<file path="src/rtl/wb_stage_pkg.sv">
// Shared MEM/WB pipeline definitions: load-type encodings, the zero register and the MEM/WB bundle.
package wb_stage_pkg;

  localparam int PIPE_DATA_W = 32;
  localparam int PIPE_ADDR_W = 5;

  typedef enum logic [2:0] {
    LT_LW  = 3'b000,
    LT_LH  = 3'b001,
    LT_LHU = 3'b010,
    LT_LB  = 3'b011,
    LT_LBU = 3'b100
  } load_type_t;

  localparam logic [PIPE_ADDR_W-1:0] REG_ZERO = '0;

  typedef struct packed {
    logic                   valid;
    logic                   reg_write;
    logic                   mem_to_reg;
    logic [2:0]             load_type;
    logic [PIPE_ADDR_W-1:0] wr_addr;
    logic [PIPE_DATA_W-1:0] alu_result;
    logic [PIPE_DATA_W-1:0] load_data;
  } mem_wb_t;

endpackage

</file>
<file path="src/rtl/wb_stage_load_formatter.sv">
// Big-endian byte/halfword select with sign/zero extension, plus the alignment check for the access size.
module load_formatter
  import wb_stage_pkg::*;
#(
  parameter int DATA_W = 32
) (
  input  logic [DATA_W-1:0] ld,
  input  logic [1:0]        off,
  input  logic [2:0]        lt,
  output logic [DATA_W-1:0] data,
  output logic              misaligned
);

  logic [7:0]  byte_sel;
  logic [15:0] half_sel;

  always_comb begin
    byte_sel = ld[31:24];
    case (off)
      2'd0: byte_sel = ld[31:24];
      2'd1: byte_sel = ld[23:16];
      2'd2: byte_sel = ld[15:8];
      2'd3: byte_sel = ld[7:0];
      default: byte_sel = ld[31:24];
    endcase
    half_sel = off[1] ? ld[15:0] : ld[31:16];
  end

  // Unused encodings 101-111 fall through to the word path.
  always_comb begin
    data       = ld;
    misaligned = 1'b0;
    case (lt)
      LT_LH: begin
        data       = {{(DATA_W-16){half_sel[15]}}, half_sel};
        misaligned = off[0];
      end
      LT_LHU: begin
        data       = {{(DATA_W-16){1'b0}}, half_sel};
        misaligned = off[0];
      end
      LT_LB:  data = {{(DATA_W-8){byte_sel[7]}}, byte_sel};
      LT_LBU: data = {{(DATA_W-8){1'b0}}, byte_sel};
      default: begin
        data       = ld;
        misaligned = (off != 2'd0);
      end
    endcase
  end

endmodule

</file>
<file path="src/rtl/wb_stage.sv">
// Writeback stage: MEM/WB register, load formatting, RF write port, EX bypass source and retired counter.
module wb_stage
  import wb_stage_pkg::*;
#(
  parameter int DATA_W = 32,
  parameter int ADDR_W = 5,
  parameter int CNT_W  = 32
) (
  input  logic              clk,
  input  logic              rst,
  input  logic              mem_valid,
  input  logic              mem_reg_write,
  input  logic              mem_mem_to_reg,
  input  logic [2:0]        mem_load_type,
  input  logic [ADDR_W-1:0] mem_wr_addr,
  input  logic [DATA_W-1:0] mem_alu_result,
  input  logic [DATA_W-1:0] mem_load_data,
  input  logic              wb_hold,
  input  logic              wb_flush,
  output logic              RegWrite,
  output logic [ADDR_W-1:0] wr_addr,
  output logic [DATA_W-1:0] wr_data,
  output logic              fwd_valid,
  output logic [ADDR_W-1:0] fwd_addr,
  output logic [DATA_W-1:0] fwd_data,
  output logic              misalign_err,
  output logic [CNT_W-1:0]  retired_cnt
);

  logic              v, rw, m2r, done;
  logic [2:0]        lt;
  logic [ADDR_W-1:0] addr;
  logic [DATA_W-1:0] alu, ld;

  logic [DATA_W-1:0] fmt_data;
  logic              fmt_misaligned;
  logic              misaligned;
  logic              we;
  logic [DATA_W-1:0] res;

  always_ff @(posedge clk) begin
    if (!rst) begin
      v    <= 1'b0;
      done <= 1'b0;
      rw   <= 1'b0;
      m2r  <= 1'b0;
      lt   <= '0;
      addr <= '0;
      alu  <= '0;
      ld   <= '0;
    end else if (wb_flush) begin
      v    <= 1'b0;
      done <= 1'b0;
    end else if (wb_hold) begin
      // done marks the write/retire as already issued so held edges cannot repeat it
      if (v) done <= 1'b1;
    end else begin
      v    <= mem_valid;
      done <= 1'b0;
      rw   <= mem_reg_write;
      m2r  <= mem_mem_to_reg;
      lt   <= mem_load_type;
      addr <= mem_wr_addr;
      alu  <= mem_alu_result;
      ld   <= mem_load_data;
    end
  end

  always_ff @(posedge clk) begin
    if (!rst)
      retired_cnt <= '0;
    else if (v && !done)
      retired_cnt <= retired_cnt + CNT_W'(1);
  end

  load_formatter #(.DATA_W(DATA_W)) u_fmt (
    .ld         (ld),
    .off        (alu[1:0]),
    .lt         (lt),
    .data       (fmt_data),
    .misaligned (fmt_misaligned)
  );

  // Alignment only matters for loads; ALU results carry arbitrary low bits.
  assign misaligned   = m2r & fmt_misaligned;
  assign res          = m2r ? fmt_data : alu;
  assign we           = v & rw & (addr != ADDR_W'(REG_ZERO)) & ~misaligned;
  assign RegWrite     = we & ~done;
  assign wr_addr      = addr;
  assign wr_data      = res;
  assign fwd_valid    = we;
  assign fwd_addr     = addr;
  assign fwd_data     = res;
  assign misalign_err = v & misaligned & ~done;

endmodule

</file>
<file path="config.mk">
export PLATFORM = sky130hd
export DESIGN_NAME = wb_stage
export DESIGN_NICKNAME = d
export VERILOG_FILES = /design/src/rtl/wb_stage_pkg.sv /design/src/rtl/wb_stage_load_formatter.sv /design/src/rtl/wb_stage.sv
export SDC_FILE = /design/constraint.sdc
export NUM_CORES = 1
export LEC_CHECK = 0
export CORE_AREA = 2 2 142 144
export DETAILED_ROUTE_END_ITERATION = 12
export DIE_AREA = 0 0 144 146
export SYNTH_ARGS = -nofsm -noshare
export SYNTH_HDL_FRONTEND = slang
export SYNTH_SLANG_ARGS = --single-unit
</file>
<file path="constraint.sdc">
create_clock -name clk -period 7.65 [get_ports clk]
set_clock_uncertainty 0.2 [all_clocks]
set_input_delay 2.295 -clock clk [delete_from_list [all_inputs] [get_ports clk]]
set_output_delay 2.295 -clock clk [all_outputs]
set_load 0.01 [all_outputs]
</file>
Word-level counts from Yosys, hierarchy flattened
Cells that the tools add are included.
Cells by class
  equal/unequal tests: 7
  add/subtract/negate cells: 1
  bitwise gates (word level): 12
  mux-type cells: 5
  reduce and logical (&&, ||, !) cells: 10
Operators with widths (count)
  one-hot mux 32 bit (4 select lines): 1
  adder 32 x 1 -> 32 bit (second input constant): 1
  two-way mux 32 bit: 1
  one-hot mux 8 bit (4 select lines): 1
  two-way mux 16 bit: 1
  AND 1 bit: 7
  equality test 3 x 2 -> 1 bit (second input constant): 2
  OR reduction 2 bit: 3
  inverter 1 bit: 5
  nonzero test 5 bit: 1
  equality test 2 bit (second input constant): 2
  equality test 3 x 1 -> 1 bit (second input constant): 1
  equality test 3 bit (second input constant): 1
  OR reduction 3 bit: 1
  equality test 2 x 1 -> 1 bit (second input constant): 1
  logical NOT 2 bit: 1
  one-hot mux 1 bit (2 select lines): 1
  AND reduction 2 bit: 1
  nonzero test 2 bit: 1
  logical AND 1 bit: 1
  logical NOT 1 bit: 1
Word-level totals
  bits of input ports: 79
  output and inout bits: 109
  bits in registers: 108

Longest topological paths before layout
  depth after elaboration: 7
  gate-level depth with buffers: 7
  mapped depth without buffers: 5

Hierarchy
From an unflattened synthesis, not the netlist that was laid out.
Second synthesis, totals
  cells, all modules: 709
  area, all modules: 5963.2 sq um
Modules (own cells, without submodules)
  wb_stage: area an instance 4788.3 sq um, times used 1, sequential area each 2162.1 sq um, cells each 582
  load_formatter: area an instance 1174.9 sq um, times used 1, sequential area each 0.0 sq um, cells each 127

Worst setup path after synthesis
No wires, ideal clock.
  kind: flip-flop to output port
  start: register alu[1]
  end: output port wr_data[21]
  arrival: 2.018 ns
  cell stages (with the launch flop): 7
  required time: 5.155 ns
  slack: 3.137 ns
  cells stage by stage: dfxtp_1 clkbuf_1 mux2_2 o211ai_1 clkbuf_1 a31oi_1 buf_4
On the way
  longest elaborated chain between the ends: 4
RTL lines
  start, declared: RTL line wb_stage.sv:33  | logic [DATA_W-1:0] alu, ld;
  start signal, assigned: RTL line wb_stage.sv:64  | alu <= mem_alu_result;
  equality test 2 bit, or another cell as far along: RTL line wb_stage_load_formatter.sv:19  | case (off)
  one-hot mux 8 bit (4 select lines): RTL line wb_stage_load_formatter.sv:19
  one-hot mux 32 bit (4 select lines) *: RTL line wb_stage_load_formatter.sv:33  | case (lt)
  two-way mux 32 bit *: RTL line wb_stage.sv:86  | assign res = m2r ? fmt_data : alu;
  end, declared: RTL line wb_stage.sv:22  | output logic [DATA_W-1:0] wr_data,
Every way passes the cells marked *; elsewhere a longest branch is shown, timed or not.

Final worst setup path
  start: register lt[0]
  end: output port fwd_data[10]
On the way
  longest elaborated chain between the ends: 3
RTL lines
  start, declared: RTL line wb_stage.sv:31  | logic [2:0] lt;
  start signal, assigned: RTL line wb_stage.sv:62  | lt <= mem_load_type;
  equality test 3 bit, or another cell as far along: RTL line wb_stage_load_formatter.sv:33
  one-hot mux 32 bit (4 select lines) *: RTL line wb_stage_load_formatter.sv:33
  two-way mux 32 bit *: RTL line wb_stage.sv:86
  end, declared: RTL line wb_stage.sv:25  | output logic [DATA_W-1:0] fwd_data,
Marks and branches as above.

==> flow_summary.ini <==
[synth]
synth_cells = 731
yosys-top-cells-count = nand2_1, dfxtp_1, a21oi_1
synth_cell_types = 58
syn_avg_cell_area_um2 = 7.56
yosysTopAreaCell = dfxtp_1
synth-main-ff-cell = dfxtp_1
synth.top_cell.area_share_pct = 39.1
ys_ff_latch = 108
synth-warning-count = 0
syn-cell-area_mm2 = 0.00553
synth_fp_nets = 811
yosysSeqAreaShare_pct = 39.1
synth.most_common_cell = nand2_1
synth_area_leaders = dfxtp_1, nand2_1, a21oi_1
synth_edf_count = 0
async_reset_ff_share_pct = 0

[setup_path]
cp_max_fo = 17
max_stage_delay_ns = 0.67
crit_arrival_ns = 3.02
crit_type = flip-flop to primary output
crit_required_ns = 5.16
cp_cell_sequence = xnor2_1, nor2_1, a21oi_1, a211oi_1, clkdlybuf4s50_1
end_kind = primary output
worst_setup_path_start_kind = flip-flop
critical-path-slowest-cell = nor2_1

[timing]
rsz0062_at_grt = false
timing.final.crit_share_pct = 72.1
relSlewSlack_pct = 33.3
finalSetupTns_ns = 0
fmax_mhz = 181
setup_viol_count_final = 0
hold_viol_final = 0
fin_crit_ns = 5.52
whs_ns = 0.257
finalMaxSlewViolations = 0
worst_slew_pin_slew_ns = 0.998

[finish]
syn_to_final_growth_pct = 37.6
nets = 925
drive_gt1_share_pct = 5.88

[hold_path]
hp-class = flip-flop to flip-flop

[placement]
place_congestion = 0.840
hpwl_um = 12500
io_buffers = 187

[flow_run]
drv_cap = 0

[routing]
first_pass_iters = 5
wl_per_cell_um = 16.0
drtIter0Drc = 426
ant_nets = 0
drt-total-wl_um = 17800
dr_total_vias = 5497
drc = 0
vias_per_cell = 4.93

[floorplan]
num_io_pins = 188
core_mm2 = 0.0193
die_w_um = 144
start_util_pct = 28.6
num_rows = 51
die_y_um = 146
die-area_mm2 = 0.0210

[grt]
gr-usage-all-layers_pct = 16.6
grt_pass1_vias = 5014
antenna_found_initial = 3
grt_pass1_wl_um = 27500
grt_max_degree = 73
overflow = 0

[clock_tree]
ctsHoldBuffers = 0
clk_latency_ns = 0.36
htree_levels = 3
ctsRootBufferMaster = clkbuf_16
cts_max_path_buffers = 2
cts_tree = built
clk_pin_slew_worst_paths_ns = 0.07
cts_buffers = 9
cts_resized = 0
cts_num_sinks = 108
postCtsSetupRepairBufs = 0

[power_and_ir_drop]
power_density_mw_per_mm2 = 173
p_leak_nw = 2.54
ir_worst_vdd_v = 0.000103

[status]
run_status = finished clean
-- per-layer routing --
layer  wire [um]  global-route usage (%)  vias up
li1            -                       -     2737
met1        7830                    22.1     2543
met2        8130                    25.7      192
met3        1520                    5.07       21
met4         346                    5.05        4
met5          23                       0        -
-- through the flow --
step / instance area, um^2 / setup WS (ns) / power, mW / util, % / std cells
after floorplan: 5530 / 3.14 / 0.726 / - / 731
after global placement: 7290 / 2.59 / 0.832 / 37.7 / 1099
after detailed placement: 7290 / 2.57 / 0.834 / 37.7 / 1099
after CTS: 7610 / 2.18 / 1.33 / 39.3 / 1115
after global routing: 7610 / 1.92 / 1.37 / 39.3 / 1115
final: 7610 / 2.13 / 1.31 / 39.4 / 1116
-- cells in the final DEF, fill, tap and decap left out, drive strengths merged, types with 2 or more instances in the layout --
master / synthesis / final
mux2i: 3 / 3
clkbuf: 42 / 11
a2111oi: 3 / 3
and4: 3 / 3
clkdlybuf4s50: 0 / 187
a21oi: 106 / 106
xor2: 9 / 9
nand2: 181 / 181
o21ai: 17 / 17
xnor2: 3 / 3
dfxtp: 108 / 108
a211oi: 8 / 8
nor2b: 2 / 2
and2: 5 / 5
inv: 8 / 7
and4b: 2 / 2
buf: 47 / 6
o31ai: 8 / 8
nand3: 10 / 10
mux2: 12 / 12
nand2b: 5 / 5
nor3: 3 / 3
o21a: 2 / 2
nand4: 13 / 13
nor4b: 2 / 2
a31oi: 17 / 17
a32oi: 2 / 2
o41ai: 5 / 5
o311ai: 5 / 5
or3: 9 / 9
clkinv: 0 / 4
o211ai: 2 / 2
o221ai: 3 / 3
nor2: 53 / 53
mux4: 3 / 3
and3: 3 / 3
or4: 8 / 8
or2: 2 / 2
a221oi: 4 / 4
-- worst paths after layout --
path | startpoint | to | slack, ns | cells after the start
max | lt[0] | fwd_data[10] | 2.13 | 5
min | alu[25] | alu[25] | 0.26 | 2
max reg2reg | retired_cnt[0] | retired_cnt[18] | 5.10 | 5
min reg2reg | alu[25] | alu[25] | 0.26 | 2
-- logic make-up (layout without fill, tap and decap cells) --
kind of cell	count (synthesis)	after routing	share of synthesized area (%)
adder cells (fa/ha/maj)	1	1	0.226
AND/OR/NAND/NOR	304	304	24.5
other	0	1	0
buffers and inverters	98	217	9.48
flip-flops	108	108	39.1
XOR/XNOR	12	12	1.90
multiplexers	18	18	4.21
AO/OA/AOI/OAI	190	190	20.6
-- worst max-delay path: cells and delay by family (launching register included) --
family                 cells  cell delay, ns
buffers and inverters      1            0.62
flip-flops                 1            0.63
XOR/XNOR                   1            0.20
AO/OA/AOI/OAI              2            0.55
AND/OR/NAND/NOR            1            0.67
-- registers in the layout, indices dropped and copies added, names as in the netlist --
register / cells
ld: 32
rw: 1
lt: 3
retired_cnt: 32
m2r: 1
done: 1
alu: 32
v: 1
fwd_addr: 5
-- layout make-up --
| type | count | area (um^2) |
|---|---|---|
| Clock buffer | 11 | 253 |
| Fill cell | 2023 | 11700 |
| Inverter | 8 | 31.3 |
| Tap cell | 265 | 332 |
| Antenna cell | 1 | 2.50 |
| Multi-Input combinational cell | 525 | 2850 |
| Clock inverter | 5 | 60.1 |
| Sequential cell | 108 | 2160 |
| Timing Repair Buffer | 193 | 1920 |
-- where the power goes --
part	switching, mW	internal, mW	total, mW	leakage, nW
registers	0.0190	0.580	0.599	0.879
logic	0.104	0.116	0.220	1.51
clock network	0.221	0.273	0.494	0.152
total	0.344	0.969	1.31	2.54
No activity file was read; power rests on OpenSTA's default activity.
